### src/rtl/ib_lut_ram_loader.sv
// ib_lut_ram_loader: packs QUAN_SIZE-bit LUT entries into ROM words and writes them to IB RAM port A.
// Define IB_LOADER_READBACK_EN to add a port-B read-back XOR check after the last write.
module ib_lut_ram_loader #(
   parameter int QUAN_SIZE      = 4,
   parameter int ENTRY_PER_WORD = 9,
   parameter int ROM_WORD_WIDTH = 36,
   parameter int ADDR_WIDTH     = 11,
   parameter int WORD_NUM       = 114
) (
   input  logic                      sys_clk,
   input  logic                      rstn,
   input  logic                      load_start,
   input  logic [QUAN_SIZE-1:0]      lut_in_data,
   input  logic                      lut_in_valid,
   output logic                      lut_in_ready,
   output logic [ADDR_WIDTH-1:0]     ram_addrA,
   output logic [ROM_WORD_WIDTH-1:0] ram_dinA,
   output logic                      ram_weA,
   output logic [ADDR_WIDTH-1:0]     ram_addrB,
   input  logic [ROM_WORD_WIDTH-1:0] ram_doutB,
   output logic                      busy,
   output logic                      load_done,
   output logic                      verify_err
);
   localparam int EW = $clog2(ENTRY_PER_WORD);
   localparam logic [EW-1:0]         LAST_ENTRY = EW'(ENTRY_PER_WORD - 1);
   localparam logic [EW-1:0]         ENT_ONE    = EW'(1);
   localparam logic [ADDR_WIDTH-1:0] LAST_WORD  = ADDR_WIDTH'(WORD_NUM - 1);
   localparam logic [ADDR_WIDTH-1:0] ADDR_ONE   = ADDR_WIDTH'(1);

   typedef enum logic [1:0] {IDLE = 2'd0, LOAD = 2'd1, VERIFY = 2'd2, DONE = 2'd3} state_t;

   state_t                    state_q, state_d;
   logic                      ready_q, ready_d;
   logic                      busy_q, busy_d;
   logic                      done_q, done_d;
   logic                      we_q, we_d;
   logic [ADDR_WIDTH-1:0]     addra_q, addra_d;
   logic [ROM_WORD_WIDTH-1:0] dina_q, dina_d;
   logic [ROM_WORD_WIDTH-1:0] pack_q, pack_d;
   logic [EW-1:0]             entry_cnt_q, entry_cnt_d;
   logic [ADDR_WIDTH-1:0]     word_cnt_q, word_cnt_d;
   logic [ROM_WORD_WIDTH-1:0] csum_q, csum_d;
   logic [ROM_WORD_WIDTH-1:0] word_s;
`ifdef IB_LOADER_READBACK_EN
   logic [ADDR_WIDTH-1:0]     addrb_q, addrb_d;
   logic                      issue_q, issue_d;
   logic                      issue_last_q, issue_last_d;
   logic                      dvld_q, dvld_d;
   logic                      dlast_q, dlast_d;
   logic [ROM_WORD_WIDTH-1:0] acc_q, acc_d;
   logic                      verr_q, verr_d;
`endif

   // Next-state, packing and write/verify control.
   always_comb begin
      state_d     = state_q;
      ready_d     = ready_q;
      busy_d      = busy_q;
      done_d      = done_q;
      we_d        = 1'b0;
      addra_d     = addra_q;
      dina_d      = dina_q;
      pack_d      = pack_q;
      entry_cnt_d = entry_cnt_q;
      word_cnt_d  = word_cnt_q;
      csum_d      = csum_q;
      word_s      = pack_q;
      word_s[QUAN_SIZE*int'(entry_cnt_q) +: QUAN_SIZE] = lut_in_data;
`ifdef IB_LOADER_READBACK_EN
      addrb_d      = addrb_q;
      issue_d      = 1'b0;
      issue_last_d = issue_last_q;
      dvld_d       = 1'b0;
      dlast_d      = 1'b0;
      acc_d        = acc_q;
      verr_d       = verr_q;
`endif
      case (state_q)
         IDLE, DONE: begin
            if (load_start) begin
               state_d     = LOAD;
               ready_d     = 1'b1;
               busy_d      = 1'b1;
               done_d      = 1'b0;
               entry_cnt_d = '0;
               word_cnt_d  = '0;
               csum_d      = '0;
`ifdef IB_LOADER_READBACK_EN
               verr_d = 1'b0;
               acc_d  = '0;
`endif
            end else begin
               state_d = state_q;
            end
         end
         LOAD: begin
            if (lut_in_valid && ready_q) begin
               pack_d = word_s;
               if (entry_cnt_q == LAST_ENTRY) begin
                  entry_cnt_d = '0;
                  we_d        = 1'b1;
                  addra_d     = word_cnt_q;
                  dina_d      = word_s;
                  word_cnt_d  = word_cnt_q + ADDR_ONE;
                  csum_d      = csum_q ^ word_s;
                  if (word_cnt_q == LAST_WORD) begin
                     ready_d = 1'b0;
`ifdef IB_LOADER_READBACK_EN
                     state_d      = VERIFY;
                     addrb_d      = '0;
                     issue_d      = 1'b1;
                     issue_last_d = (LAST_WORD == '0);
`else
                     state_d = DONE;
                     busy_d  = 1'b0;
                     done_d  = 1'b1;
`endif
                  end else begin
                     state_d = LOAD;
                  end
               end else begin
                  entry_cnt_d = entry_cnt_q + ENT_ONE;
               end
            end else begin
               state_d = LOAD;
            end
         end
         VERIFY: begin
`ifdef IB_LOADER_READBACK_EN
            // Data for an issued address arrives one cycle later, hence the dvld/dlast delay stage.
            dvld_d  = issue_q;
            dlast_d = issue_q & issue_last_q;
            if (issue_q && !issue_last_q) begin
               issue_d      = 1'b1;
               addrb_d      = addrb_q + ADDR_ONE;
               issue_last_d = ((addrb_q + ADDR_ONE) == LAST_WORD);
            end else begin
               issue_d = 1'b0;
            end
            if (dvld_q) begin
               acc_d = acc_q ^ ram_doutB;
               if (dlast_q) begin
                  verr_d  = ((acc_q ^ ram_doutB) != csum_q);
                  state_d = DONE;
                  busy_d  = 1'b0;
                  done_d  = 1'b1;
               end else begin
                  state_d = VERIFY;
               end
            end else begin
               state_d = VERIFY;
            end
`else
            state_d = IDLE;
            busy_d  = 1'b0;
`endif
         end
         default: begin
            state_d = IDLE;
            ready_d = 1'b0;
            busy_d  = 1'b0;
         end
      endcase
   end

   // State and datapath registers with synchronous active-low reset.
   always_ff @(posedge sys_clk) begin
      if (!rstn) begin
         state_q     <= IDLE;
         ready_q     <= 1'b0;
         busy_q      <= 1'b0;
         done_q      <= 1'b0;
         we_q        <= 1'b0;
         addra_q     <= '0;
         dina_q      <= '0;
         pack_q      <= '0;
         entry_cnt_q <= '0;
         word_cnt_q  <= '0;
         csum_q      <= '0;
`ifdef IB_LOADER_READBACK_EN
         addrb_q      <= '0;
         issue_q      <= 1'b0;
         issue_last_q <= 1'b0;
         dvld_q       <= 1'b0;
         dlast_q      <= 1'b0;
         acc_q        <= '0;
         verr_q       <= 1'b0;
`endif
      end else begin
         state_q     <= state_d;
         ready_q     <= ready_d;
         busy_q      <= busy_d;
         done_q      <= done_d;
         we_q        <= we_d;
         addra_q     <= addra_d;
         dina_q      <= dina_d;
         pack_q      <= pack_d;
         entry_cnt_q <= entry_cnt_d;
         word_cnt_q  <= word_cnt_d;
         csum_q      <= csum_d;
`ifdef IB_LOADER_READBACK_EN
         addrb_q      <= addrb_d;
         issue_q      <= issue_d;
         issue_last_q <= issue_last_d;
         dvld_q       <= dvld_d;
         dlast_q      <= dlast_d;
         acc_q        <= acc_d;
         verr_q       <= verr_d;
`endif
      end
   end

   assign lut_in_ready = ready_q;
   assign ram_weA      = we_q;
   assign ram_addrA    = addra_q;
   assign ram_dinA     = dina_q;
   assign busy         = busy_q;
   assign load_done    = done_q;
`ifdef IB_LOADER_READBACK_EN
   assign ram_addrB  = addrb_q;
   assign verify_err = verr_q;
`else
   logic unused_doutb_s;
   assign unused_doutb_s = ^ram_doutB;
   assign ram_addrB      = '0;
   assign verify_err     = 1'b0;
`endif
endmodule

### config.mk
export PLATFORM = sky130hd
export DESIGN_NAME = ib_lut_ram_loader
export DESIGN_NICKNAME = d
export VERILOG_FILES = /design/src/rtl/ib_lut_ram_loader.sv
export SDC_FILE = /design/constraint.sdc
export NUM_CORES = 1
export LEC_CHECK = 0
export ABC_AREA = 1
export CORE_MARGIN = 4
export CORE_UTILIZATION = 51
export CTS_CLUSTER_DIAMETER = 80
export DETAILED_ROUTE_END_ITERATION = 7
export PLACE_DENSITY = 0.8
export SETUP_SLACK_MARGIN = 0.05
export SLEW_MARGIN = 0
export SYNTH_ARGS = -nofsm -noshare
export SYNTH_HDL_FRONTEND = slang
export SYNTH_SLANG_ARGS = --single-unit
### constraint.sdc
create_clock -name sys_clk -period 2.15 [get_ports sys_clk]
set_input_delay 0.43 -clock sys_clk [delete_from_list [all_inputs] [get_ports sys_clk]]
set_output_delay 0.43 -clock sys_clk [all_outputs]
set_load 0.01 [all_outputs]
==> reports/qor.yml, run 1 <==
global_route:
  grt.total_usage: 0.212
  antenna_found_initial: 0
  grt_pass1_vias: 4430
  grt_pass1_wl_mm: 20.2
  grt_max_degree: 49
  grt_overflow: 0
placed_design:
  gp_congestion: 0.888
  io_buffers: 58
  dp.final_hpwl_mm: 8.57
pwr:
  vdd_drop_max_uv: 380
  p_sw_uw: 891
  p_int_mw: 2.79
  power_frac_clock: 0.364
  swShare: 0.242
  powerDensity_nw_per_um2: 602
  leakage_nw: 2.73
  share_comb_of_total_power: 0.101
  seq_power_share: 0.534
hold_path:
  min_path_type: "reg2reg"
synthesis:
  synth_area_um2: 5150
  synth-simple-area-share: 0.282
  yosys.area_share.adder: 0.0219
  yosys-top-cells-area: "dfxtp_1, nand2_1, inv_1, o21ai_0, nor2_1"
  synth_xor_area_frac: 0.00656
  yosysWarnings: 0
  ys.flop_type: "dfxtp_1"
  synth_edf_count: 0
  yosysTopAreaCell: "dfxtp_1"
  synth_cell_type_count: 31
  syn_avg_cell_area_um2: 6.80
  synth_top_family_by_area: "simple AND/OR/NAND/NOR gates"
  yosysSeqAreaShare: 0.404
  netlist_instances: 758
  synth-compound-area-share: 0.155
  synth_seq_cells: 104
  synthTopCellsByCount: "nand2_1, inv_1, dfxtp_1"
  async_flop_share: 0
  synth_top_area_frac: 0.404
  synth.area.mux_share: 0
  post-synth-top-count-cell: "nand2_1"
critical_path:
  cp_max_fo: 8
  criticalPathCategory: "reg2reg"
  worstSetupStartpointType: "register"
  worstPathArrival_ns: 2.24
  regToRegSetupSlack_ns: 0.19
  critPathCaptureType: "register"
  cp.required_ns: 2.42
timing:
  fmax_mhz: 509
  maxSlewViolCount: 0
  fin_setup_tns_ns: 0
  fin_skew_ns: 0.00833
  finalCritPeriodShare: 0.914
  hold_violations: 0
  setup_viol: 0
  rsz0062_at_grt: "yes"
  finalCriticalPeriod_ns: 1.96
floorplanning:
  dieWidth_um: 109
  start_util: 0.525
  core.rowCount: 36
  fp.dieArea_um2: 11800
  core_area_um2: 9820
  boundaryPins: 107
  die_h_um: 109
final_layout:
  nFillCells: 913
  drive_gt1_frac: 0.0697
  syn_to_final_growth_pct: 18.8
  nNetsFinal: 867
  diodes: 0
  post-route-util: 0.623
job:
  max_cap_viol_count: 0
drt:
  vias: 4803
  m1WireLength_mm: 5.62
  dr.pass1.iters: 5
  wl_met2_mm: 5.46
  routedWlPerCell_um: 12.5
  routed_wl_mm: 11.8
  viasPerCell: 5.05
  drtIter0Drc: 331
  wl_met3_um: 630
  route.detailed.drc: 0
  routed.top_layer: "met4"
  postRouteAntennaNets: 0
clocking:
  cts.clk_slew.worst_paths_ns: 0.09
  cts_buffer_depth: 2
  cts_tree: "built"
  clock-sinks: 104
  cts_buffers: 9
  cts_root_buf: "clkbuf_8"
  cts_post_setup_buffers_inserted: 0
  clkLatencyLatePin_ns: 0.37
  ctsHtreeMaxLevel: 3
status:
  outcome: "completed"
==> worst max-delay path: stages (launching register included) <==
cell      delay (ns)
dfxtp_1         0.35
inv_2           0.09
ha_1            0.31
nand2_2         0.20
nand3_2         0.19
nor2_2          0.29
inv_2           0.10
nand2_1         0.07
nand2_1         0.07
o21bai_1        0.15
inv_1           0.05
==> cells by family after synthesis <==
kind of cell,Yosys count
AOI/OAI and AO/OA,148
DFF,104
other,1
buffers and inverters,159
xor gates and xnor gates,3
adders and majority gates,9
and+or+nand+nor,334
==> layout make-up <==
class | instances | area, um^2 | share of cell area
Timing Repair Buffer | 79 | 767 | 0.125
Clock buffer | 12 | 155 | 0.0254
Inverter | 114 | 428 | 0.0699
Multi-Input combinational cell | 506 | 2460 | 0.401
Sequential cell | 104 | 2080 | 0.340
Clock inverter | 3 | 65.1 | 0.0106
Tap cell | 133 | 166 | 0.0272
==> placed cells by master, fill, tap and decap left out, drive strengths merged <==
master | netlist | routed
clkdlybuf4s50 | 0 | 58
clkbuf | 20 | 12
inv | 112 | 112
nand4 | 14 | 14
or2 | 1 | 1
a211oi | 2 | 2
buf | 25 | 21
nand2 | 147 | 147
clkinv | 2 | 3
o21ai | 80 | 80
conb | 1 | 12
a21boi | 1 | 1
nor3 | 18 | 18
bufinv | 0 | 2
a21oi | 44 | 44
xnor2 | 1 | 1
nor2 | 90 | 90
o21bai | 6 | 6
o21a | 15 | 15
nand3 | 62 | 62
nor3b | 2 | 2
dfxtp | 104 | 104
ha | 9 | 9
xor2 | 2 | 2
==> flip-flops by register name, indices dropped and copies added (netlist names), 2 cells and up <==
register	cells
pack_q	36
ram_addrA	11
word_cnt_q	11
state_q	2
ram_dinA	36
entry_cnt_q	4
==> path summary, 6_finish.rpt <==
check	start	end	depth (start not counted)
max	entry_cnt_q[0]$_SDFFE_PN0P_	pack_q[24]$_SDFFE_PN0P_	10
min	load_done$_SDFFE_PN0P_	load_done$_SDFFE_PN0P_	2
max reg2reg	entry_cnt_q[0]$_SDFFE_PN0P_	pack_q[24]$_SDFFE_PN0P_	10
min reg2reg	load_done$_SDFFE_PN0P_	load_done$_SDFFE_PN0P_	2
==> per-stage QoR <==
stage          cells  hold WS, ns  instance area (um^2)  power [mW]  worst slack, ns
2_1_floorplan    769        0.479                  5190        2.27            0.260
3_3_place_gp     936        0.456                  5880        2.37            0.158
3_5_place_dp     936        0.459                  5880        2.38           0.0950
4_1_cts          951        0.472                  6100        3.70            0.223
5_1_grt          951        0.492                  6120        3.84           0.0197
6_report         951        0.467                  6120        3.68            0.185
==> power groups by stage <==
stage | clock network, mW | logic, mW | registers [mW]
global route | 1.45 | 0.416 | 1.97
floorplan | 0 | 0.262 | 2.01
finish | 1.34 | 0.373 | 1.97
global placement | 0 | 0.356 | 2.01
CTS | 1.37 | 0.367 | 1.97
detailed placement | 0 | 0.365 | 2.01
==> layer usage <==
metal	GRT usage	up-vias
li1	-	2495
met2	0.338	124
met3	0.0400	11
met1	0.291	2173
met5	0	-
met4	0.0640	0
==> timing repair <==
action / CTS / global route
setup endpoints to repair: 0 / 30
hold buffers: 0 / 0
gates resized for setup: 0 / 2
Power figures use the tool's default switching activity.
==> inputs of run 2 (changes only) <==
--- a/config.mk
+++ b/config.mk
@@ -10,7 +10,7 @@
 export CORE_UTILIZATION = 51
 export CTS_CLUSTER_DIAMETER = 80
 export DETAILED_ROUTE_END_ITERATION = 7
-export PLACE_DENSITY = 0.8
+export PLACE_DENSITY = 0.77
 export SETUP_SLACK_MARGIN = 0.05
 export SLEW_MARGIN = 0
 export SYNTH_ARGS = -nofsm -noshare
==> run 2 against run 1 <==
Sequential share of layout area down 0.15 points. Clock-buffer cell count decreased by 1. Design area rose by 0.43%. Critical path type unchanged.
==> reports/qor.yml, run 2 (synthesis gave the netlist of run 1 again) <==
status:
  outcome: "completed"
critical_path:
  r2r_end: "pack_q[26]$_SDFFE_PN0P_"
  cp.required_ns: 2.41
  r2r_start: "entry_cnt_q[0]$_SDFFE_PN0P_"
  criticalPathCategory: "reg2reg"
  cpMostUsedCell: "nand2_1"
  max_stage_delay_ns: 0.37
  critPathCaptureType: "register"
  crit_chain: "inv_2, nand2_1, nor2_1, ha_1, nand3_2, nor2_4, inv_2, nand2_1, nand2_1, o21bai_1, inv_1"
  cp_max_fo: 8
  worstPathArrival_ns: 2.19
  r2r_cells: 11
  worstSetupStartpointType: "register"
  cp_slowest_cell: "ha_1"
  regToRegSetupSlack_ns: 0.22
pwr:
  share_comb_of_total_power: 0.101
  swShare: 0.250
  vdd_drop_max_uv: 302
  p_int_mw: 2.80
  p_sw_uw: 932
  seq_power_share: 0.528
  leakage_nw: 2.75
  power_frac_clock: 0.371
  total_power_mw: 3.73
  powerDensity_nw_per_um2: 607
floorplanning:
  core_area_um2: 9820
  boundaryPins: 107
  core.rowCount: 36
  die_h_um: 109
  fp.dieArea_um2: 11800
  start_util: 0.525
  dieWidth_um: 109
clocking:
  clkLatencyLatePin_ns: 0.37
  cts_post_setup_buffers_inserted: 0
  ctsHtreeMaxLevel: 3
  cts_buffer_depth: 2
  cts_root_buf: "clkbuf_8"
  cts_buffers: 9
  ctsHoldBuffers: 0
  clock-sinks: 104
  cts_tree: "built"
  cts.clk_slew.worst_paths_ns: 0.10
drt:
  vias: 4893
  dr.pass1.iters: 5
  route.detailed.drc: 0
  viasPerCell: 5.13
  routedWlPerCell_um: 13.5
  routed_wl_mm: 12.9
  drtIter0Drc: 259
  postRouteAntennaNets: 0
final_layout:
  drive_gt1_frac: 0.0780
  diodes: 0
  final_common_cell: "nand2_1"
  syn_to_final_growth_pct: 19.3
  seq_area_um2: 2080
  fin_area_um2: 6150
  nFillCells: 946
  multiInputGateArea_um2: 2460
  nNetsFinal: 868
  mostFrequentLayoutCells: "nand2_1, inv_1, dfxtp_1"
job:
  max_cap_viol_count: 0
timing:
  maxSlewViolCount: 0
  fmax_mhz: 519
  setup_viol: 0
  finalCriticalPeriod_ns: 1.93
  rsz0062_at_grt: "yes"
  fin_skew_ns: 0.00936
  hold_violations: 0
  holdWs_ns: 0.475
  finalCritPeriodShare: 0.896
hold_path:
  min_path_type: "reg2reg"
  hold_path_end: "load_done$_SDFFE_PN0P_"
  whs_path_depth: 2
  min_from: "load_done$_SDFFE_PN0P_"
global_route:
  antenna_found_initial: 0
  grt_pass1_wl_mm: 22.2
  grt_pass1_vias: 4848
  grt_max_degree: 50
  grt.total_usage: 0.232
  grt_overflow: 0
placed_design:
  gp_congestion: 0.893
  io_buffers: 58
  place_area_um2: 5890
  dp.final_hpwl_mm: 9.38
==> run 2: worst max-delay path by stage <==
stage,startpoint,to,slack (ns),cells after the start
after global routing,entry_cnt_q[0]$_SDFFE_PN0P_,ram_dinA[1]$_SDFFE_PN0P_,0.05,11
after global placement,lut_in_valid,ram_dinA[5]$_SDFFE_PN0P_,0.02,10
final,entry_cnt_q[0]$_SDFFE_PN0P_,pack_q[26]$_SDFFE_PN0P_,0.22,11
after floorplan,entry_cnt_q[0]$_SDFFE_PN0P_,ram_dinA[0]$_SDFFE_PN0P_,0.26,11
after detailed placement,lut_in_valid,pack_q[28]$_SDFFE_PN0P_,-0.009,8
after CTS,entry_cnt_q[1]$_SDFFE_PN0P_,ram_dinA[29]$_SDFFE_PN0P_,0.08,9
==> run 2: power by group through the flow <==
stage	sequential (mW)	combinational, mW	clock, mW
after global routing	1.97	0.424	1.49
after detailed placement	2.01	0.368	0
after floorplan	2.01	0.262	0
after global placement	2.01	0.358	0
final	1.97	0.377	1.38
after CTS	1.97	0.370	1.41
==> run 2: worst max-delay path: cells and delay by family, from the launching register on <==
family                     cells  cell delay [ns]
and+or+nand+nor                6             0.72
adders and majority gates      1             0.37
DFF                            1             0.35
buffers and inverters          3             0.23
AOI/OAI and AO/OA              1             0.15
==> run 2: cell type report <==
type,instances,area share
clock buffer,11,0.0246
inverter,114,0.0696
sequential,104,0.339
clock inverter,5,0.0128
tap,133,0.0271
timing repair buffer,80,0.126
multi-input combinational,506,0.401
==> run 2: routing by layer <==
| metal | vias up | wire, um | track usage |
|---|---|---|---|
| li1 | 2506 | - | - |
| met1 | 2247 | 5820 | 0.289 |
| met2 | 122 | 6340 | 0.405 |
| met3 | 18 | 499 | 0.0364 |
| met4 | 0 | 200 | 0.0848 |
| met5 | - | 0 | 0 |
==> run 2: what timing repair did <==
item                                   4_1_cts  5_1_grt
setup endpoints to repair                    0       68
endpoints found under the hold margin        0        0
gates resized for setup                      0        8
==> run 2: stage by stage <==
| step | cells | TNS, ns | setup WS (ns) | util |
|---|---|---|---|---|
| 2_1_floorplan | 769 | 0 | 0.260 | - |
| 3_3_place_gp | 937 | 0 | 0.0230 | 0.600 |
| 3_5_place_dp | 937 | -0.00876 | -0.00876 | 0.600 |
| 4_1_cts | 953 | 0 | 0.0808 | 0.623 |
| 5_1_grt | 953 | 0 | 0.0488 | 0.626 |
| 6_report | 953 | 0 | 0.224 | 0.626 |
==> inputs of run 3 (changes only) <==
==> constraint.sdc (replaced) <==
create_clock -name sys_clk -period 2.2 [get_ports sys_clk]
set_input_delay 0.44 -clock sys_clk [delete_from_list [all_inputs] [get_ports sys_clk]]
set_output_delay 0.44 -clock sys_clk [all_outputs]
set_load 0.01 [all_outputs]
==> run 3 against run 2 <==
Die area is the same. Wire length shrank 2.5%. Cell count shrank 0.31%. Register-to-register slack gained 0.04 ns. Non-clock buffer count shrank 3. First-iteration DRC count grew 4.2%. Global-route usage shrank 0.21 points. Sequential power shrank 3%. Clock-buffer cell count grew 2. Hold slack lost 0.0080 ns. Total power shrank 6.5%. Combinational power shrank 5%. Critical path type unchanged. Largest power group unchanged. Highest routed layer unchanged.
==> reports/qor.yml, run 3 (synthesis gave the netlist of run 1 again) <==
status:
  outcome: "completed"
timing:
  fmax_mhz: 518
  setup_viol: 0
  finalCriticalPeriod_ns: 1.93
  finalCritPeriodShare: 0.878
  fin_skew_ns: 0.00858
  fin_setup_tns_ns: 0
  rsz0062_at_grt: "no"
  maxSlewViolCount: 0
  hold_violations: 0
drt:
  routedWlPerCell_um: 13.2
  viasPerCell: 5.13
  drtIter0Drc: 270
  dr.pass1.iters: 5
  route.detailed.drc: 0
  postRouteAntennaNets: 0
  routed_wl_mm: 12.5
  vias: 4871
global_route:
  antenna_found_initial: 0
  use_met3: 0.0454
  gr-max-usage-layer: "met2"
  grt.total_usage: 0.230
  grt_pass1_wl_mm: 21.8
  grt_overflow: 0
  grt_pass1_vias: 4692
  grt.met2_usage: 0.395
  grtUsageMet1: 0.288
  grt_max_degree: 52
floorplanning:
  boundaryPins: 107
  die_h_um: 109
  fp.dieArea_um2: 11800
  dieWidth_um: 109
  core_area_um2: 9820
  start_util: 0.525
  core.rowCount: 36
clocking:
  cts_buffers: 9
  clkLatencyLatePin_ns: 0.38
  ctsHtreeMaxLevel: 3
  clock-sinks: 104
  cts_tree: "built"
  cts_post_setup_buffers_inserted: 0
  ctsHoldBuffers: 0
  post_cts_resized: 0
  cts_root_buf: "clkbuf_8"
  cts_buffer_depth: 2
  cts.clk_slew.worst_paths_ns: 0.10
final_layout:
  diodes: 0
  drive_gt1_frac: 0.0722
  mostFrequentLayoutCells: "nand2_1, inv_1, dfxtp_1"
  nNetsFinal: 865
  syn_to_final_growth_pct: 18.1
  final_common_cell: "nand2_1"
critical_path:
  critPathCaptureType: "register"
  cp_num_buf_inv: 3
  cp_max_fo: 8
  cpMostUsedCell: "nand2_1"
  cp_slowest_cell: "dfxtp_1"
  max_stage_delay_ns: 0.33
  cp.required_ns: 2.53
  worstSetupStartpointType: "register"
  crit_chain: "inv_2, nand2_1, nor2_1, ha_1, inv_1, nand2_1, nor3_2, nand3_1, nand3_1, nand2_1, inv_1"
  regToRegSetupSlack_ns: 0.27
  criticalPathCategory: "reg2reg"
  critPathTopFamily: "simple AND/OR/NAND/NOR gates"
  worstPathArrival_ns: 2.26
pwr:
  vdd_drop_max_uv: 313
  total_power_mw: 3.49
  leakage_nw: 2.71
  powerDensity_nw_per_um2: 573
hold_path:
  min_path_type: "reg2reg"
placed_design:
  dp.final_hpwl_mm: 9.05
  io_buffers: 58
  gp_congestion: 0.891
job:
  max_cap_viol_count: 0
-- run 3: cell types whose count changed in the layout (fill, tap and decap cells not counted) --
cell        change
nor2_2          +1
bufinv_16       -2
o21ai_2         -1
nor2_4          -2
nor3_2          +1
nor3_1          -1
o21ai_1         +1
buf_4           -3
nor2_1          +1
inv_2           -1
inv_1           +1
clkinvlp_4      +2
clkinv_2        -2
clkbuf_8        +2
-- run 3: final cells by class --
type,instances,area (um^2)
Tap cell,133,166
Clock inverter,3,23.8
Multi-Input combinational cell,506,2450
Timing Repair Buffer,77,752
Inverter,114,428
Fill cell,968,3730
Sequential cell,104,2080
Clock buffer,13,179
-- run 3: power by group --
group          switching (mW)  internal (mW)  total (mW)  leakage (nW)
Combinational           0.244          0.116       0.360          1.78
Sequential             0.0147           1.91        1.92         0.840
Clock                   0.665          0.538        1.20        0.0979
-- run 3: routing by layer --
metal	part of all wire	up-vias	wire length, um
li1	-	2496	-
met1	0.45	2230	5600
met2	0.48	119	6060
met3	0.050	26	621
met4	0.021	0	260
met5	0	-	0
-- run 3: tightest hold or removal path: cells and delay by family (launching register included) --
kind | cells | cell delay, ns
AO/OA/AOI/OAI | 1 | 0.05
flip-flops | 1 | 0.32
AND/OR/NAND/NOR | 1 | 0.06
-- run 3: per-stage QoR --
step | hold slack, ns | area, um^2 | std cells | worst slack, ns | util
6_report | 0.467 | 6080 | 950 | 0.268 | 0.620
5_1_grt | 0.489 | 6080 | 950 | 0.0784 | 0.620
4_1_cts | 0.469 | 6070 | 950 | 0.176 | 0.618
3_5_place_dp | 0.458 | 5870 | 934 | 0.0306 | 0.598
3_3_place_gp | 0.453 | 5870 | 934 | 0.0695 | 0.598
2_1_floorplan | 0.479 | 5190 | 769 | 0.310 | -
-- run 3: worst paths after layout --
| path | start | endpoint | depth (start not counted) |
|---|---|---|---|
| worst max-delay path | entry_cnt_q[0]$_SDFFE_PN0P_ | pack_q[2]$_SDFFE_PN0P_ | 11 |
| worst min-delay path | load_done$_SDFFE_PN0P_ | load_done$_SDFFE_PN0P_ | 2 |
| worst min register to register | load_done$_SDFFE_PN0P_ | load_done$_SDFFE_PN0P_ | 2 |
| worst max register to register | entry_cnt_q[0]$_SDFFE_PN0P_ | pack_q[2]$_SDFFE_PN0P_ | 11 |
